==> src/rtl/topk_dump_streamer.sv <==
// Keeps the K largest unsigned samples in a sorted array and streams them out
// largest-first over valid/ready when a dump is requested; readout clears the array.
`timescale 1ns/1ps
module topk_dump_streamer #(
  parameter int DATA_WIDTH = 32,
  parameter int K          = 4,
  localparam int CW        = $clog2(K+1),
  localparam int IW        = $clog2(K)
) (
  input  logic                  clk,
  input  logic                  reset,
  input  logic [DATA_WIDTH-1:0] din,
  input  logic                  din_valid,
  output logic                  din_ready,
  input  logic                  dump,
  output logic [DATA_WIDTH-1:0] dout,
  output logic                  dout_valid,
  input  logic                  dout_ready,
  output logic                  dout_last,
  output logic [CW-1:0]         count,
  output logic                  busy
);

  typedef enum logic {ST_ACCEPT, ST_DUMP} state_t;

  state_t                state_q, state_d;
  logic [DATA_WIDTH-1:0] top_q [K];
  logic [DATA_WIDTH-1:0] top_d [K];
  logic [DATA_WIDTH-1:0] ins_arr [K];
  logic [CW-1:0]         count_q, count_d;
  logic [IW-1:0]         idx_q, idx_d;
  logic [CW-1:0]         pos;
  logic [CW-1:0]         count_ins;
  logic                  ins;

  // pos = number of filled entries >= din, i.e. the first slot din strictly beats.
  always_comb begin
    pos = '0;
    for (int i = 0; i < K; i++) begin
      if ((CW'(i) < count_q) && (top_q[i] >= din)) pos = pos + CW'(1);
    end
    ins = din_valid && (pos < CW'(K));
    ins_arr = top_q;
    for (int i = 0; i < K; i++) begin
      if (CW'(i) == pos) ins_arr[i] = din;
    end
    for (int i = 1; i < K; i++) begin
      if (CW'(i) > pos) ins_arr[i] = top_q[i-1];
    end
    count_ins = count_q;
    if (ins && (count_q != CW'(K))) count_ins = count_q + CW'(1);
  end

  always_comb begin
    state_d    = state_q;
    top_d      = top_q;
    count_d    = count_q;
    idx_d      = idx_q;
    din_ready  = 1'b0;
    dout_valid = 1'b0;
    dout       = '0;
    dout_last  = 1'b0;
    busy       = 1'b0;
    case (state_q)
      ST_ACCEPT: begin
        din_ready = 1'b1;
        if (ins) begin
          top_d   = ins_arr;
          count_d = count_ins;
        end
        // the same-cycle insert is counted, so a lone new sample can be dumped
        if (dump && (count_ins != '0)) begin
          state_d = ST_DUMP;
          idx_d   = '0;
        end
      end
      ST_DUMP: begin
        busy       = 1'b1;
        dout_valid = 1'b1;
        dout       = top_q[idx_q];
        dout_last  = (CW'(idx_q) == (count_q - CW'(1)));
        if (dout_ready) begin
          if (dout_last) begin
            for (int i = 0; i < K; i++) top_d[i] = '0;
            count_d = '0;
            idx_d   = '0;
            state_d = ST_ACCEPT;
          end else begin
            idx_d = idx_q + IW'(1);
          end
        end
      end
      default: state_d = ST_ACCEPT;
    endcase
  end

  always_ff @(posedge clk) begin
    if (reset) begin
      state_q <= ST_ACCEPT;
      count_q <= '0;
      idx_q   <= '0;
      for (int i = 0; i < K; i++) top_q[i] <= '0;
    end else begin
      state_q <= state_d;
      count_q <= count_d;
      idx_q   <= idx_d;
      top_q   <= top_d;
    end
  end

  assign count = count_q;

endmodule
==> config.mk <==
export PLATFORM = sky130hd
export DESIGN_NAME = topk_dump_streamer
export DESIGN_NICKNAME = d
export VERILOG_FILES = /design/src/rtl/topk_dump_streamer.sv
export SDC_FILE = /design/constraint.sdc
export NUM_CORES = 1
export LEC_CHECK = 0
export BUFFER_PORTS_ARGS = -buffer_cell sky130_fd_sc_hd__buf_4
export CAP_MARGIN = 20
export CELL_PAD_IN_SITES_DETAIL_PLACEMENT = 1
export CELL_PAD_IN_SITES_GLOBAL_PLACEMENT = 2
export CORE_MARGIN = 5
export CORE_UTILIZATION = 35
export DETAILED_ROUTE_END_ITERATION = 16
export PLACE_DENSITY = 0.81
export SKIP_LAST_GASP = 1
export SLEW_MARGIN = 20
export SYNTH_ARGS = -nofsm -noshare
export SYNTH_HDL_FRONTEND = slang
export SYNTH_SLANG_ARGS = --single-unit
==> constraint.sdc <==
create_clock -name clk -period 4.7 [get_ports clk]
set_input_delay 0 -clock clk [delete_from_list [all_inputs] [get_ports clk]]
set_output_delay 0 -clock clk [all_outputs]
set_load 0.01 [all_outputs]
=== Word level (Yosys, flattened, before mapping) ===
Index checks and enable logic that the tools add are counted.

* Register bits after elaboration: 134
* Input bits: 37
* Output and inout bits: 39
* Logic and storage cells: 91

* Add/sub/neg operators: 6
* Order comparisons: 13
* Equality and inequality tests: 13
* Multiplexer cells: 35
* Bitwise gates (word level): 2
* Reduce and logical (&&, ||, !) cells: 15

{| class="wikitable"
|+ Operators by type and width
! cell !! count
|-
| $mux W128 || 3
|-
| $mux W32 || 10
|-
| $pmux W128 S2 || 1
|-
| $ge A32 B32 Y1 || 4
|-
| $bmux W32 S2 || 1
|-
| $mux W3 || 7
|-
| $reduce_and A4 Y1 || 4
|-
| $add A3 B1 Y3 const B || 4
|-
| $ne A3 B3 Y1 const B || 4
|-
| $ne A2 B2 Y1 const B || 4
|-
| $logic_and A1 B1 Y1 || 7
|-
| $mux W1 || 7
|-
| $eq A2 B3 Y1 const A || 2
|-
| $gt A2 B3 Y1 const A || 2
|-
| $lt A1 B3 Y1 const A || 2
|-
| $lt A2 B3 Y1 const A || 2
|-
| $mux W2 || 3
|-
| $pmux W3 S2 || 1
|-
| $pmux W2 S2 || 1
|-
| $eq A1 B3 Y1 const A || 1
|-
| $eq A2 B3 Y1 || 1
|-
| $ge A3 B3 Y1 const B || 1
|-
| $gt A1 B3 Y1 const A || 1
|-
| $logic_not A3 Y1 || 1
|-
| other kinds (10) || 10
|}

=== Logic depth before layout (Yosys ltp) ===
Gate-level depths: netlist (run 1).

* Depth after elaboration: 17
* Depth in mapped cells: 23
* Gate-level depth less buffers: 21

=== Least setup slack after synthesis (run 1) ===
Ideal clock, no wire load.

* Path type: register to register
* Start: reg top_q[64] (netlist name)
* End: reg top_q[100] (netlist name)
* Setup time: 117 ps
* Arrival: 4,291 ps
* Data required time: 4,583 ps
* Slack: 292 ps
* Stages on the path, launching flop included: 23
* Buffers on the path: 1
* Clock period less this slack: 4,408 ps
* Path through: dfxtp_1 -> inv_1 -> ha_1 -> nand2b_1 -> a21o_1 -> a21o_1 -> a21o_1 -> a21o_1 -> a21oi_1 -> o21ai_0 -> a221o_1 -> a21oi_1 -> ha_1 -> inv_1 -> or3_1 -> nand2_1 -> ha_1 -> nor2_1 -> a2111o_1 -> a211oi_4 -> a21oi_2 -> buf_2 -> a32o_1

* Cells in the longest elaborated chain, start to end: 11

{| class="wikitable"
|+ RTL lines
! what !! RTL line !! RTL
|-
| start, declared || 27 || <nowiki>logic [DATA_WIDTH-1:0] top_q [K];</nowiki>
|-
| start signal, assigned || 107 || <nowiki>top_q <= top_d;</nowiki>
|-
| $ge A32 B32 Y1 (*) || 40 || <nowiki>if ((CW'(i) < count_q) && (top_q[i] >= din)) pos = pos + CW'(1);</nowiki>
|-
| $logic_and A1 B1 Y1 (*) || 40 ||
|-
| $mux W3 (*) || 40 ||
|-
| $add A3 B1 Y3 || 40 ||
|-
| $mux W3 (*) || 40 ||
|-
| $add A3 B1 Y3 || 40 ||
|-
| $mux W3 (*) || 40 ||
|-
| $lt A3 B3 Y1 || 42 || <nowiki>ins = din_valid && (pos < CW'(K));</nowiki>
|-
| $logic_and A1 B1 Y1 || 42 ||
|-
| $ne A2 B2 Y1 (no line) || n/a ||
|-
| $reduce_and A4 Y1 (no line) (*) || n/a ||
|}

Every way passes the cells marked *; elsewhere a longest branch is shown, timed or not.
A chain may end at the register's enable or synchronous reset.

=== Final worst setup path (run 1) ===
* Start: reg top_q[96] (netlist name)
* End: reg top_q[127] (netlist name)

* Cells in the longest elaborated chain, start to end: 13

{| class="wikitable"
|+ RTL lines
! what !! RTL line
|-
| $ge A32 B32 Y1 (*) || 40
|-
| $logic_and A1 B1 Y1 (*) || 40
|-
| $mux W1 (*) || 40
|-
| $add A3 B1 Y3 || 40
|-
| $mux W3 (*) || 40
|-
| $add A3 B1 Y3 || 40
|-
| $mux W3 (*) || 40
|-
| $add A3 B1 Y3 || 40
|-
| $mux W3 (*) || 40
|-
| $lt A3 B3 Y1 || 42
|-
| $logic_and A1 B1 Y1 || 42
|-
| $ne A2 B2 Y1 (no line) || n/a
|-
| $reduce_and A4 Y1 (no line) (*) || n/a
|}

Marked as above.

==> results.cfg, run 1 <==
[outcome]
status = completed

[clock_network]
cts_tree = done
clock_latency_ps = 430
cts-root-buf = clkbuf_16
clk_path_buf_depth = 2
path_clk_slew_ps = 60
h-tree-depth = 4
clock_sinks = 134
cts-buffers-inserted = 17

[timing]
hold_viol_final = 0
finalCritPeriodShare_pct = 97.29
tightest_slew_ps = 1014
timing.hold.ws_ps = 26.19
setup_tns_ps = 0
fin_crit_ps = 4573
setup_slack_ps = 127.3
setup_violations = 0
skew_ps = 10.58
max_freq_mhz = 218.7
drv_slew = 0
timing.slew.headroom_pct = 32.31

[yosys]
synth_area_um2 = 9604
synth_area_leaders = dfxtp_1, ha_1, mux4_2
synthArstFlopShare_pct = 0
syn_avg_cell_area_um2 = 9.556
yosys.area.top_type = dfxtp_1
synth.net_count = 1177
synth_top_area_share_pct = 27.93
synth-main-ff-cell = dfxtp_1
synth_edf_count = 0
synth-seq-cells = 134
synthCells = 1005
seq_area_frac_synth_pct = 27.93
synth_warnings = 0
yosys.cell_types.count = 57

[global_routing]
grtUsageTotal_pct = 21.73
antenna_found_initial = 0
grt_pass1_vias = 9101
grt_pass1_wl_um = 52920
grt_max_degree = 41
grt_overflow = 0

[place]
place.detailed.hpwl_um = 23680
place_area_um2 = 10700
io_buffers = 75
preCtsSetupSlack_ps = -230.7
gp_congestion = 0.8398
placedCellCount = 1394

[route]
vias = 8788
drtIter0Drc = 598
wl_um = 34210
wire_per_inst_um = 23.32
via_per_inst = 5.990
drtAntennaViolNets = 0
first_pass_iters = 5
drcViolationCount = 0

[power]
pwr-share-seq_pct = 35.9
ir_drop_mv = 0.2595
p_switching_w = 0.001149
pwr-share-comb_pct = 24.1
pwr_density_cell_nw_per_um2 = 307.9
leakage_nw = 4.882
pwr-share-clk_pct = 39.9
p_sw_share_pct = 31.40
p_int_w = 0.002511

[critical_path]
required_ps = 5010
end_kind = flop
cp.arrival_ps = 4880
worstReg2RegStart = top_q[96]
reg2reg_slack_ps = 130
cp-start-kind = flop
cp_max_fo = 7
reg2regPathDepth = 23
r2r_end = top_q[127]
criticalPathCategory = reg2reg

[run]
cap_viol_max_count = 0

[floorplanning]
die_x_um = 175.7
coreArea_um2 = 26950
dieArea_um2 = 30850
row_count = 60
io-pin-count = 76
floorplan.initialDensity_pct = 35.64
fp.dieH_um = 175.7

[finish]
nets = 1285
regArea_um2 = 2686
syn_to_final_growth_pct = 23.78
multi_input_area_um2 = 6603
fillers = 2995
final_cells = 1467
drive_above_1_share_pct = 19.72
final_design_area_no_fill_um2 = 11890
num_antenna_cells = 0

[hold_path]
hold-path-cell-count = 2
holdPathEnd = count[0]
hp-start = reset
hp-class = in2reg
-- state kept, by name, summed over array words and instances (netlist names) --
register	count
idx_q	2
state_q	1
count	3
top_q	128
-- stage by stage --
stage                     utilization [%]  power (W)
after floorplan                         -   0.001819
after global placement              39.72   0.002126
after detailed placement            39.72   0.002151
after CTS                           43.44   0.003651
after global routing                44.11   0.003834
final                               44.11   0.003660
-- layout make-up --
cell class | count | share of cell area [%]
Multi-Input combinational cell | 760 | 55.54
Sequential cell | 134 | 22.60
Timing Repair Buffer | 157 | 11.69
Clock buffer | 18 | 3.694
Tap cell | 341 | 3.589
Clock inverter | 14 | 1.526
Inverter | 43 | 1.358
-- timing repair --
action | 4_1_cts | 5_1_grt
gates cloned | 0 | 3
setup endpoints to repair | 80 | 129
gates resized for setup | 7 | 34
pin swaps | 6 | 16
hold endpoints to repair | 131 | 0
hold buffers | 34 | 0
buffers inserted | 3 | 1
-- worst max path at each step --
stage            endpoint  slack, ps  cells past startpoint  startpoint
2_1_floorplan  top_q[100]        290                     22   top_q[64]
3_3_place_gp    top_q[76]        -80                     22   top_q[96]
3_5_place_dp    top_q[65]       -230                     22   top_q[96]
4_1_cts        top_q[127]          2                     23   top_q[64]
5_1_grt        top_q[127]        -90                     23   top_q[96]
6_report       top_q[127]        130                     23   top_q[96]
-- critical path, stage by stage, from the launching register on --
cell      delay (ps)
dfxtp_1          340
inv_1             50
ha_1             260
nand2b_1         150
a21o_1           180
a21o_1           170
a21o_1           170
a21o_1           180
a21oi_2          190
o21ai_2          100
a31oi_2          250
o22a_1           210
ha_4             150
inv_2             40
or3_4            340
nand2_4           80
ha_4             140
nor2_1            60
a2111o_1         470
a211oi_4         230
buf_6            180
a21oi_4          110
buf_6            180
a32o_1           220
-- synth_stat cells (3+ instances only) --
| cell type | number |
|---|---|
| a211oi_1 | 4 |
| a21o_1 | 32 |
| a21oi_1 | 82 |
| a221oi_1 | 3 |
| a311oi_1 | 35 |
| a31o_1 | 4 |
| a31oi_1 | 4 |
| a32o_1 | 28 |
| and2_1 | 34 |
| and4_1 | 8 |
| buf_1 | 3 |
| buf_2 | 22 |
| buf_4 | 4 |
| clkbuf_1 | 39 |
| dfxtp_1 | 134 |
| ha_1 | 135 |
| inv_1 | 43 |
| mux2i_1 | 63 |
| mux4_2 | 32 |
| nand2_1 | 94 |
| nand2b_1 | 6 |
| nand3_1 | 17 |
| nand4_1 | 18 |
| nor2_1 | 18 |
| nor2b_1 | 7 |
| nor3_1 | 6 |
| nor4_1 | 3 |
| o211ai_1 | 3 |
| o21ai_0 | 19 |
| o2bb2ai_1 | 64 |
| or3_1 | 4 |
| xnor2_1 | 4 |
| xor2_1 | 3 |
-- per-layer routing --
metal | GRT usage [%] | vias up | share of wire (%)
li1 | - | 4085 | -
met1 | 28.26 | 4470 | 46
met2 | 36.70 | 172 | 48
met3 | 3.594 | 61 | 3.4
met4 | 7.310 | 0 | 3.0
met5 | 0 | - | 0
-- power groups by stage --
| stage | combinational [W] | sequential (W) | clock, W |
|---|---|---|---|
| CTS | 0.000852 | 0.00131 | 0.00149 |
| finish | 0.000884 | 0.00132 | 0.00146 |
| detailed placement | 0.000815 | 0.00134 | 0 |
| global route | 0.000973 | 0.00133 | 0.00154 |
| floorplan | 0.000518 | 0.00130 | 0 |
| global placement | 0.000792 | 0.00133 | 0 |
-- kinds of logic after synthesis --
logic type | Yosys count | synth area share, %
AOI/OAI and AO/OA | 300 | 23.32
and+or+nand+nor | 221 | 11.44
adders and majority gates | 135 | 17.59
DFF | 134 | 27.93
buffers and inverters | 111 | 4.781
muxes | 97 | 14.30
xor gates and xnor gates | 7 | 0.6384
-- cell usage in the layout (no fill, tap or decap), drive strengths merged, types with 8 or more instances in the layout --
master,n
mux2i,63
and2,34
nand4,18
a21o,32
nand2,94
mux4,32
nand3,17
dlygate4sd3,34
buf,122
nor2,18
clkbuf,19
o2bb2ai,64
inv,44
o21ai,20
a311oi,35
dfxtp,134
a32o,28
and4,8
a21oi,83
ha,135
No activity file was read; power rests on OpenSTA's default activity.
==> run 2, diff against run 1 <==
Settings changed: CTS_CLUSTER_SIZE set to 20, PLACE_DENSITY 0.81 to not set, PLACE_DENSITY_LB_ADDON set to 0.1.
==> run 2 against run 1 <==
Compared with the run above:
- maximum frequency grew 1.7%
- combinational power is essentially flat
- sequential share of layout area fell by 0.074 points
- die area is the same
- total power fell by 4.0%
- non-clock buffer count increased by 7
- global-route usage grew 0.57 points
- critical path type is now in2reg
- critical path depth increased by 1
- clock power fell by 10%
- largest cell class unchanged
- highest routed layer unchanged
- worst setup slack improved by 78 ps
- utilization up 0.19 points
==> results.cfg, run 2 (synthesis results as in run 1) <==
[outcome]
status = completed

[floorplanning]
io-pin-count = 76
fp.dieH_um = 175.7
row_count = 60
die_x_um = 175.7
coreArea_um2 = 26950
floorplan.initialDensity_pct = 35.64
dieArea_um2 = 30850

[power]
p_switching_w = 0.001154
pwr-share-clk_pct = 37.4
pwr-share-comb_pct = 25.2
p_total_w = 0.003514
pwr-share-seq_pct = 37.4
p_int_w = 0.002360
leakage_nw = 4.905
ir_drop_mv = 0.2755
pwr_density_cell_nw_per_um2 = 294.4
p_sw_share_pct = 32.84

[hold_path]
hp-class = in2reg
hp-start = reset
hold-path-cell-count = 2
holdPathEnd = count[1]

[route]
first_pass_iters = 5
drtAntennaViolNets = 0
drcViolationCount = 0
wire_per_inst_um = 23.39
via_per_inst = 5.908
drtIter0Drc = 347
wl_um = 34460
vias = 8702

[finish]
layout_commonest_cell = ha_1
syn_to_final_growth_pct = 24.30
fillers = 3009
largest_reg_flops = 128
num_antenna_cells = 0
final_cells = 1473
largest_register = top_q
layout_common_cells = ha_1, dfxtp_1, buf_4, nand2_1, a21oi_1
drive_above_1_share_pct = 20.76
nets = 1292
final_design_area_no_fill_um2 = 11940

[timing]
hold_viol_final = 0
max_freq_mhz = 222.5
tightest_slew_ps = 796.2
timing.slew.headroom_pct = 46.92
finalCritPeriodShare_pct = 95.64
skew_ps = 12.11
timing.hold.ws_ps = 39.65
drv_slew = 0
fin_crit_ps = 4495
setup_tns_ps = 0
setup_violations = 0

[place]
io_buffers = 75
gp_congestion = 0.8644
placedCellCount = 1402
place_area_um2 = 10860
place.detailed.hpwl_um = 24130

[critical_path]
slowest_delay_ps = 540
required_ps = 5020
r2r_end = top_q[89]
crit_chain = dlygate4sd3_1, buf_4, inv_1, ha_1, a21o_1, a21oi_1, nor2b_1, o21ai_0, o211ai_1, a31oi_1, o22a_1, ha_4, inv_2, or3_4, nand2_4, ha_4, buf_4, nor3b_1, a2111o_1, a211oi_4, buf_6, buf_12, a21oi_1, a311oi_1
cp_max_fo = 17
criticalPathCategory = in2reg
cp-start-kind = primary input
worstReg2RegStart = top_q[64]
reg2reg_slack_ps = 210
critPathSlowestCell = dlygate4sd3_1
cp.arrival_ps = 4820
end_kind = flop
reg2regPathDepth = 24

[clock_network]
clk_path_buf_depth = 2
cts_tree = done
cts-buffers-inserted = 17
cts-root-buf = clkbuf_16
h-tree-depth = 4
clock_sinks = 134
path_clk_slew_ps = 60
clock_latency_ps = 440

[run]
cap_viol_max_count = 0

[global_routing]
antenna_found_initial = 0
grtUsageTotal_pct = 22.29
grt_pass1_vias = 8941
grt_pass1_wl_um = 53610
grt_max_degree = 40
grt_overflow = 0
run 2: cell types whose count changed in the layout (fill, tap and decap cells not counted), moves of 3 or more:
cell,previous run,this run
buf_4,108,112
inv_1,42,38
buf_12,6,12
inv_2,1,5
buf_6,7,4
bufinv_16,4,1
run 2: layout make-up:
class                      count  area (µm²)  area share, %
sequential                   134        2689          22.52
tap                          341       426.7          3.574
timing repair buffer         164        1516          12.70
clock inverter                12       106.4         0.8909
multi-input combinational    760        6595          55.25
inverter                      43       161.4          1.352
clock buffer                  19       442.9          3.710
run 2: critical path: cells and delay by family:
kind / cells / cell delay [ps]
simple gates: 4 / 380
fa+ha+maj: 3 / 660
buf+inv: 7 / 1420
compound gates: 10 / 2350
run 2: worst max path at each step:
stage	start	slack, ps	endpoint	depth (start not counted)
detailed placement	top_q[64]	-20	top_q[81]	23
global placement	top_q[112]	9	top_q[10]	18
global route	top_q[113]	-30	top_q[84]	23
CTS	top_q[64]	-9	top_q[70]	22
floorplan	top_q[64]	290	top_q[100]	22
finish	din[9]	210	top_q[89]	24
run 2: metrics by stage:
step                      worst slack (ps)  utilization, %
after floorplan                      292.1               -
after global placement               8.619           40.28
after detailed placement            -15.76           40.28
after CTS                           -9.469           43.68
after global routing                -34.15           44.29
final                                205.0           44.29
run 2: power groups by stage:
stage / combinational, W / sequential (W) / clock, W
4_1_cts: 0.000869 / 0.00131 / 0.00135
3_3_place_gp: 0.000824 / 0.00134 / 0
5_1_grt: 0.000981 / 0.00133 / 0.00138
6_report: 0.000887 / 0.00131 / 0.00131
2_1_floorplan: 0.000518 / 0.00130 / 0
3_5_place_dp: 0.000838 / 0.00134 / 0
run 2: per-layer routing:
metal  global-route usage, %  up-vias  wire length, µm
met3                   2.604       36             1156
met5                       0        -                0
met4                   5.978        0              548
met2                   39.36      180            17160
li1                        -     4106                -
met1                   28.90     4380            15590
run 2: repair_timing:
action                     4_1_cts  5_1_grt
pin swaps                        2       22
buffers inserted                 3        1
gates resized for setup          1       34
hold buffers                    34        0
hold endpoints to repair       131        0
setup endpoints to repair       14      130
gates cloned                     0        2
